<file path="src/rtl/datapath_ctrl.sv">
// Control sequencer for a small RA/RB/RZ datapath: accepts one operation at a time
// and walks the register load/drive enables through T0/T1/T2/TMOV, then pulses done.
module datapath_ctrl (
  input  logic        clk,
  input  logic        clear,
  input  logic        start,
  input  logic [1:0]  op,
  input  logic [31:0] imm,
  output logic        RAin,
  output logic        RBin,
  output logic        RZin,
  output logic        RAout,
  output logic        RBout,
  output logic        RZout,
  output logic [31:0] RegisterAImmediate,
  output logic [31:0] AddImmediate,
  output logic        busy,
  output logic        done,
  output logic [7:0]  op_count
);

  typedef enum logic [2:0] {
    IDLE = 3'd0,
    T0   = 3'd1,
    T1   = 3'd2,
    T2   = 3'd3,
    TMOV = 3'd4,
    DONE = 3'd5
  } state_e;

  localparam logic [1:0] OP_LDA   = 2'b00;
  localparam logic [1:0] OP_ADDI  = 2'b01;
  localparam logic [1:0] OP_LDADD = 2'b10;
  localparam logic [1:0] OP_MOVBA = 2'b11;

  state_e      state_q, state_d;
  logic [1:0]  op_q, op_d;
  logic [31:0] imm_q, imm_d;
  logic [7:0]  op_count_q, op_count_d;

  // State, captured operation and completion counter
  always_ff @(posedge clk or posedge clear) begin
    if (clear) begin
      state_q    <= IDLE;
      op_q       <= 2'b00;
      imm_q      <= 32'd0;
      op_count_q <= 8'd0;
    end else begin
      state_q    <= state_d;
      op_q       <= op_d;
      imm_q      <= imm_d;
      op_count_q <= op_count_d;
    end
  end

  // Next-state: op/imm only sampled in IDLE, so requests while busy are dropped
  always_comb begin
    state_d    = state_q;
    op_d       = op_q;
    imm_d      = imm_q;
    op_count_d = op_count_q;
    case (state_q)
      IDLE: begin
        if (start) begin
          op_d  = op;
          imm_d = imm;
          case (op)
            OP_LDA:   state_d = T0;
            OP_ADDI:  state_d = T1;
            OP_LDADD: state_d = T0;
            OP_MOVBA: state_d = TMOV;
            default:  state_d = IDLE;
          endcase
        end else begin
          state_d = IDLE;
        end
      end
      T0: begin
        if (op_q == OP_LDADD) begin
          state_d = T1;
        end else begin
          state_d = DONE;
        end
      end
      T1:   state_d = T2;
      T2:   state_d = DONE;
      TMOV: state_d = DONE;
      DONE: begin
        state_d    = IDLE;
        op_count_d = op_count_q + 8'd1;
      end
      default: state_d = IDLE;
    endcase
  end

  // Output decode purely from state_q/imm_q so every enable is glitch-free for its whole state
  always_comb begin
    RAin               = 1'b0;
    RBin               = 1'b0;
    RZin               = 1'b0;
    RAout              = 1'b0;
    RBout              = 1'b0;
    RZout              = 1'b0;
    RegisterAImmediate = 32'd0;
    AddImmediate       = 32'd0;
    busy               = (state_q != IDLE);
    done               = (state_q == DONE);
    case (state_q)
      T0: begin
        RAin               = 1'b1;
        RegisterAImmediate = imm_q;
      end
      T1: begin
        RAout        = 1'b1;
        RZin         = 1'b1;
        AddImmediate = imm_q;
      end
      T2: begin
        RZout = 1'b1;
        RBin  = 1'b1;
      end
      TMOV: begin
        RBout = 1'b1;
        RAin  = 1'b1;
      end
      default: begin
        RAin = 1'b0;
      end
    endcase
  end

  assign op_count = op_count_q;

endmodule

</file>
<file path="config.mk">
export PLATFORM = sky130hd
export DESIGN_NAME = datapath_ctrl
export DESIGN_NICKNAME = d
export VERILOG_FILES = /design/src/rtl/datapath_ctrl.sv
export SDC_FILE = /design/constraint.sdc
export NUM_CORES = 1
export LEC_CHECK = 0
export CAP_MARGIN = 20
export CORE_ASPECT_RATIO = 1.25
export CORE_MARGIN = 2
export CORE_UTILIZATION = 44
export DETAILED_ROUTE_END_ITERATION = 8
export MAX_ROUTING_LAYER = met4
export PLACE_DENSITY = 0.95
export SLEW_MARGIN = 15
export SYNTH_ARGS = -nofsm -noshare
export SYNTH_HDL_FRONTEND = slang
export SYNTH_SLANG_ARGS = --single-unit
export TNS_END_PERCENT = 100
</file>
<file path="constraint.sdc">
create_clock -name clk -period 4.4 [get_ports clk]
set_input_delay 0.88 -clock clk [delete_from_list [all_inputs] [get_ports clk]]
set_output_delay 0.88 -clock clk [all_outputs]
set_load 0.01 [all_outputs]
</file>
* Word level (Yosys, flattened, before mapping)
Cells that the tools add are included.
** Word-level totals
- Flip-flop bits (word level) :: 45
- Latch bits :: 0
- Memory bits (writable) :: 0
- Bits in read-only memories :: 0
- Input bits :: 37
- Memories kept :: 0
** Operators by class
- Add/subtract/negate cells :: 1
- Multiply operators :: 0
- Div/mod/pow operators :: 0
- $lt $le $gt $ge :: 0
- Equal/unequal tests :: 9
- Shift-type cells :: 0
- Muxes and demuxes :: 10
- Bitwise logic cells :: 0
- Reduce and logical (&&, ||, !) cells :: 7
** Operator list (count)
- $mux W32 :: 2
- $pmux W3 S4 :: 1
- $pmux W3 S3 :: 1
- $add A8 B1 Y8 const B :: 1
- $eq A2 B2 Y1 const B :: 3
- $eq A3 B2 Y1 const B :: 2
- $eq A3 B3 Y1 const B :: 2
- $mux W3 :: 2
- $reduce_or A2 Y1 :: 3
- $mux W1 :: 4
- $eq A3 B1 Y1 const B :: 1
- $logic_not A3 Y1 :: 1
- $reduce_bool A3 Y1 :: 1
- $eq A2 B1 Y1 const B :: 1
- $logic_not A2 Y1 :: 1
- $reduce_and A2 Y1 :: 1

* Longest topological paths before layout
Gate-level depths: netlist of run 1.
- Depth after elaboration :: 5
- Depth in mapped cells :: 6
- Depth with buffers taken out :: 4

* Least setup slack after synthesis of run 1
OpenSTA, ideal clock, no wires.
- Path type :: register to output
- From :: register state_q[2]
- To :: output AddImmediate[23]
- Arrival time :: 1.210 ns
- Required time :: 3.520 ns
- Path slack :: 2.310 ns
- Stages on the path, launching flop included :: 5
- Path through :: dfrtp_1 -> buf_6 -> nor3b_2 -> buf_2 -> and2_1
** On the way
- Word-level cells in the longest chain between the ends :: 2
** Ends and longest elaborated chain
- from (decl) :: line 36 : state_e state_q, state_d;
- from (signal assigned) :: line 49 : state_q <= state_d;
- $eq A3 B2 Y1 :: line 108 : case (state_q)
- $mux W32 :: line 108
- to (decl) :: line 16 : output logic [31:0] AddImmediate,
No other way between the ends.

* Final worst setup path of run 1
- From :: register state_q[0]
- To :: output RegisterAImmediate[11]
** On the way
- Word-level cells in the longest chain between the ends :: 2
** Ends and longest elaborated chain
- $eq A3 B1 Y1 :: line 108
- $mux W32 :: line 108
- to (decl) :: line 15 : output logic [31:0] RegisterAImmediate,
No other way between the ends.

==> flow_summary.yaml, run 1 <==
yosys:
  ys.flop_type: "dfrtp_1"
  ys_seq_area_share_pct: 47.3
  synth_edf_count: 0
  synthXorXnorAreaFrac_pct: 2.58
  synth_top_family_by_area: "simple AND/OR/NAND/NOR gates"
  synthSimpleGateAreaFrac_pct: 23.3
  yosys_warnings: 0
  synthAdderAreaFrac_pct: 0.526
  synth.mux.area_fraction_pct: 19.2
  syn_inst: 198
  ys_async_sr_fraction_pct: 100
  syn-num-nets: 236
  ys_types: 32
  netlist_area_um2: 2380
  ys_seq_elements: 45
  synth_compound_area_share_pct: 1.16
  synth_area_per_cell_um2: 12.0
drt:
  wl_um: 5830
  drt-initial-drc-count: 73
  via_per_inst: 4.92
  drt-pass1-iter-count: 4
  ant_nets: 0
  vias: 1839
  wl_per_cell_um: 15.6
  drc_errors: 0
sta:
  timing.fmax_ghz: 0.286
  finalMaxSlewViolations: 0
  period_needed_ns: 3.50
  worst_slew_pin_slew_ns: 0.932
  fin_tns_setup_ns: 0
  slew_headroom_pct: 37.8
  hold_viol: 0
  period_share_pct: 79.5
  finalSetupViolCount: 0
  rsz0062_at_grt: "false"
  clock_skew_ns: 0.00642
cells_and_area:
  n_fill_cell: 399
  fin_util_pct: 71.2
  diodes: 0
  final_cells: 374
  num-nets-final: 349
  mostFrequentLayoutCells: "clkdlybuf4s50_1, and2_1, dfrtp_1"
  drive_above_1_share_pct: 16.3
  syn2layout_area_growth_pct: 54.0
  mostFrequentLayoutCell: "clkdlybuf4s50_1"
worst_hold_path:
  worstHoldPathType: "flop to flop"
cts:
  clkLatencyLatePin_ns: 0.29
  cts_sinks: 45
  cts_setup_buffers: 0
  cts_resized: 0
  root_buffer: "clkbuf_8"
  ctsHoldBuffers: 0
  tritoncts: "built"
  clkSlewWorstSetupHoldPaths_ns: 0.08
  htree_levels: 2
  cts_buffer_depth: 2
  cts_buffers: 5
pwr:
  peakVddDrop_mv: 0.376
  combPwrFrac_pct: 52.6
  p_switching_uw: 780
  p_leak_nw: 1.57
  p_int_mw: 1.58
  clkPwrFrac_pct: 13.6
  total_power_mw: 2.36
  pwr_density_cell_nw_per_um2: 643
  switching_share_pct: 33.1
  power.sequential.fraction_pct: 33.8
grt:
  grt_pass1_wl_um: 9350
  grt_max_degree: 46
  grtUsageTotal_pct: 20.0
  first_global_vias: 1929
  antenna_found_initial: 0
  grt.overflow.total: 0
run_status:
  outcome: "finished clean"
place:
  dp.cells: 365
  portBuffers: 116
  place.gp.congestion: 0.701
  dp.final_hpwl_um: 4340
floorplan:
  top_level_ports: 117
  die_x_um: 69.8
  num_rows: 29
  coreArea_um2: 5150
  start_util_pct: 46.2
  die-area_um2: 6020
  fp.dieH_um: 86.2
worst_setup_path:
  critical_path.max_fanout: 20
  crit_path_end_kind: "output pin"
  path_class: "flop to output pin"
  worst-endpoint-required_ns: 3.52
  arrival_ns: 2.62
  start_kind: "flop"
job:
  cap_viol_max_count: 0
==> state kept, by name, indices dropped and copies added (netlist names) <==
register  count
imm_q        32
op_count      8
state_q       3
op_q          2
==> cell type report <==
class / count / area [um2] / area share (%)
inverters: 5 / 18.8 / 0.512
clock buffers: 7 / 86.3 / 2.35
flip-flops and latches: 45 / 1130 / 30.7
multi-input cells: 134 / 1130 / 30.8
well taps: 62 / 77.6 / 2.12
clock inverters: 1 / 30.0 / 0.819
repair buffers: 120 / 1200 / 32.7
==> critical path, cell delays in order (launching register included) <==
cell and delay, ns:
dfrtp_1 0.54, nor3b_2 0.74, buf_4 0.34, and2_1 0.17, clkdlybuf4s50_1 0.53
==> kinds of logic (layout without fill, tap and decap cells) <==
kind of cell / after synthesis / in the layout
flip-flops: 45 / 45
XOR/XNOR: 7 / 7
multiplexers: 34 / 34
AO/OA/AOI/OAI: 5 / 5
AND/OR/NAND/NOR: 87 / 87
adder cells (fa/ha/maj): 1 / 1
buffers and inverters: 19 / 133
==> Yosys cell counts, types with 3 or more instances <==
| cell | number | area (um2) |
|---|---|---|
| xor2_1 | 4 | 35.0 |
| nand3_1 | 4 | 20.0 |
| nand2_1 | 4 | 15.0 |
| and2_1 | 64 | 400 |
| clkbuf_1 | 5 | 18.8 |
| mux2_4 | 20 | 300 |
| dfrtp_1 | 45 | 1130 |
| xnor2_1 | 3 | 26.3 |
| inv_1 | 5 | 18.8 |
| mux2_2 | 14 | 158 |
==> worst paths after layout <==
| check | startpoint | end | slack (ns) | cells after the start |
|---|---|---|---|---|
| min in group asynchronous | clear | imm_q[19]$_DFFE_PP0P_ | 1.12 | 2 |
| worst max-delay path | state_q[0]$_DFF_PP0_ | RegisterAImmediate[11] | 0.90 | 4 |
| worst min-delay path | op_count[7]$_DFFE_PP0P_ | op_count[7]$_DFFE_PP0P_ | 0.48 | 1 |
| worst min register to register | op_count[7]$_DFFE_PP0P_ | op_count[7]$_DFFE_PP0P_ | 0.48 | 1 |
| worst max register to register | state_q[2]$_DFF_PP0_ | imm_q[22]$_DFFE_PP0P_ | 2.74 | 3 |
| max in group asynchronous | clear | op_q[0]$_DFFE_PP0P_ | 2.70 | 2 |
==> per-layer routing <==
metal	routed length [um]	GRT usage, %	up-vias
met5	0	-	-
met4	33	4.20	0
met3	342	4.42	4
met2	3120	35.2	71
met1	2330	23.9	896
li1	-	-	868
==> power by group through the flow <==
stage,sequential [mW],combinational [mW],clock (mW)
2_1_floorplan,0.733,0.757,0
3_3_place_gp,0.785,1.20,0
3_5_place_dp,0.804,1.25,0
4_1_cts,0.798,1.25,0.327
5_1_grt,0.828,1.33,0.346
6_report,0.797,1.24,0.321
==> per-stage QoR <==
step	setup slack (ns)	hold WS (ns)	area, um2
2_1_floorplan	2.31	0.486	2380
3_3_place_gp	1.28	0.459	3530
3_5_place_dp	1.16	0.461	3530
4_1_cts	0.836	0.477	3650
5_1_grt	0.716	0.480	3670
6_report	0.901	0.477	3670
(Power assumes the default switching activity.)
==> inputs of run 2 (changes only) <==
--- a/config.mk
+++ b/config.mk
@@ -8,10 +8,10 @@
 export CAP_MARGIN = 20
 export CORE_ASPECT_RATIO = 1.25
 export CORE_MARGIN = 2
-export CORE_UTILIZATION = 44
+export CORE_UTILIZATION = 37
 export DETAILED_ROUTE_END_ITERATION = 8
 export MAX_ROUTING_LAYER = met4
-export PLACE_DENSITY = 0.95
+export PLACE_DENSITY = 0.87
 export SLEW_MARGIN = 15
 export SYNTH_ARGS = -nofsm -noshare
 export SYNTH_HDL_FRONTEND = slang
==> constraint.sdc (replaced) <==
create_clock -name clk -period 3.2 [get_ports clk]
set_input_delay 0.64 -clock clk [delete_from_list [all_inputs] [get_ports clk]]
set_output_delay 0.64 -clock clk [all_outputs]
set_load 0.01 [all_outputs]
==> flow_summary.yaml, run 2 (synthesized netlist as in run 1, its figures left out) <==
drt:
  wl_um: 5540
  drt-initial-drc-count: 48
  ant_nets: 0
  drc_errors: 0
  drt-pass1-iter-count: 3
  wl_per_cell_um: 13.9
  via_per_inst: 4.60
  vias: 1831
sta:
  rsz0062_at_grt: "false"
  timing.fmax_ghz: 0.367
  hold_viol: 0
  finalMaxSlewViolations: 0
  slew_headroom_pct: 38.8
  fin_tns_setup_ns: 0
  period_needed_ns: 2.72
  hold_slack_ns: 0.472
  finalSetupViolCount: 0
  clock_skew_ns: 0.00221
  period_share_pct: 85.1
  worst_slew_pin_slew_ns: 0.916
cts:
  cts_buffers: 5
  cts_sinks: 45
  cts_resized: 0
  cts_buffer_depth: 2
  htree_levels: 2
  cts_setup_buffers: 0
  clkSlewWorstSetupHoldPaths_ns: 0.08
  clkLatencyLatePin_ns: 0.29
  tritoncts: "built"
  root_buffer: "clkbuf_8"
  ctsHoldBuffers: 0
worst_setup_path:
  max_stage_delay_ns: 0.57
  arrival_ns: 2.08
  slowest_stage: "dfrtp_1"
  path_cells: "nor3b_4 -> buf_4 -> and2_1 -> clkdlybuf4s50_1"
  critical_path.max_fanout: 20
  r2r-start: "state_q[2]$_DFF_PP0_"
  worst-endpoint-required_ns: 2.56
  start_kind: "flop"
  crit_path_end_kind: "output pin"
  critPathLaunch: "state_q[0]$_DFF_PP0_"
  path_class: "flop to output pin"
cells_and_area:
  seq_area_um2: 1130
  n_fill_cell: 532
  diodes: 0
  top_register: "imm_q"
  drive_above_1_share_pct: 16.9
  num-nets-final: 350
  final_cell_area_um2: 3690
  largest_reg_flops: 32
  syn2layout_area_growth_pct: 54.9
  mostFrequentLayoutCells: "clkdlybuf4s50_1, and2_1, dfrtp_1"
  mostFrequentLayoutCell: "clkdlybuf4s50_1"
  multiInputGateArea_um2: 1130
job:
  cap_viol_max_count: 0
place:
  dp.final_hpwl_um: 4200
  place.gp.congestion: 0.752
  portBuffers: 116
  placed_area_um2: 3580
floorplan:
  start_util_pct: 38.3
  coreArea_um2: 6210
  top_level_ports: 117
  num_rows: 32
  die_x_um: 75.7
  fp.dieH_um: 93.7
  die-area_um2: 7090
worst_hold_path:
  worstHoldPathType: "flop to flop"
  min_from: "op_count[7]$_DFFE_PP0P_"
pwr:
  peakVddDrop_mv: 0.372
  p_leak_nw: 1.57
  total_power_mw: 3.18
  pwr_density_cell_nw_per_um2: 863
grt:
  first_global_vias: 1958
  grt_max_degree: 46
  antenna_found_initial: 0
  grt.overflow.total: 0
  grtUsageTotal_pct: 16.9
  grt_pass1_wl_um: 9040
run_status:
  outcome: "finished clean"
==> run 2: changes by cell type in the layout (fill, tap and decap cells not counted), sizes merged <==
cell	before	now
clkinv	0	1
buf	4	5
bufinv	1	0
==> run 2: where the power goes <==
group / internal, mW / total [mW] / leakage, nW / switching, mW
Clock: 0.195 / 0.377 / 0.0542 / 0.182
Sequential: 0.845 / 1.10 / 0.543 / 0.256
Combinational: 1.08 / 1.70 / 0.972 / 0.622
Total: 2.12 / 3.18 / 1.57 / 1.06
==> run 2: per-layer routing <==
layer / global-route usage, % / vias to the layer above / part of all wire [%]
met5: - / - / 0
li1: - / 874 / -
met1: 19.8 / 894 / 40
met2: 29.1 / 58 / 55
met3: 3.43 / 5 / 4.6
met4: 4.39 / 0 / 1.0
==> run 2: worst max-delay path: cells and delay by family, from the launching register on <==
| kind | cells | cell delay, ns |
|---|---|---|
| DFF | 1 | 0.57 |
| buffers and inverters | 2 | 0.78 |
| and+or+nand+nor | 2 | 0.44 |
==> run 2: path summary, 6_finish.rpt <==
kind / endpoint / slack, ns / cells after the start
worst max-delay path: RegisterAImmediate[5] / 0.48 / 4
worst min register to register: op_count[7]$_DFFE_PP0P_ / 0.47 / 1
worst max register to register: imm_q[22]$_DFFE_PP0P_ / 1.32 / 3
max in group asynchronous: op_q[0]$_DFFE_PP0P_ / 1.77 / 2
min in group asynchronous: imm_q[18]$_DFFE_PP0P_ / 0.87 / 2
worst min-delay path: op_count[7]$_DFFE_PP0P_ / 0.47 / 1
==> run 2: per-stage QoR <==
step	setup slack (ns)	std cells	utilization, %
after CTS	0.452	398	59.4
after floorplan	1.35	198	-
after global placement	0.827	390	57.8
after global routing	0.347	398	59.4
after detailed placement	0.795	390	57.8
final	0.476	398	59.4
==> run 2: area by class of cell <==
cell class                      instances  share of cell area [%]
Multi-Input combinational cell        134                    30.8
Timing Repair Buffer                  121                    32.5
Inverter                                5                   0.509
Clock inverter                          1                   0.136
Sequential cell                        45                    30.5
Clock buffer                            7                    2.61
Tap cell                               85                    2.89
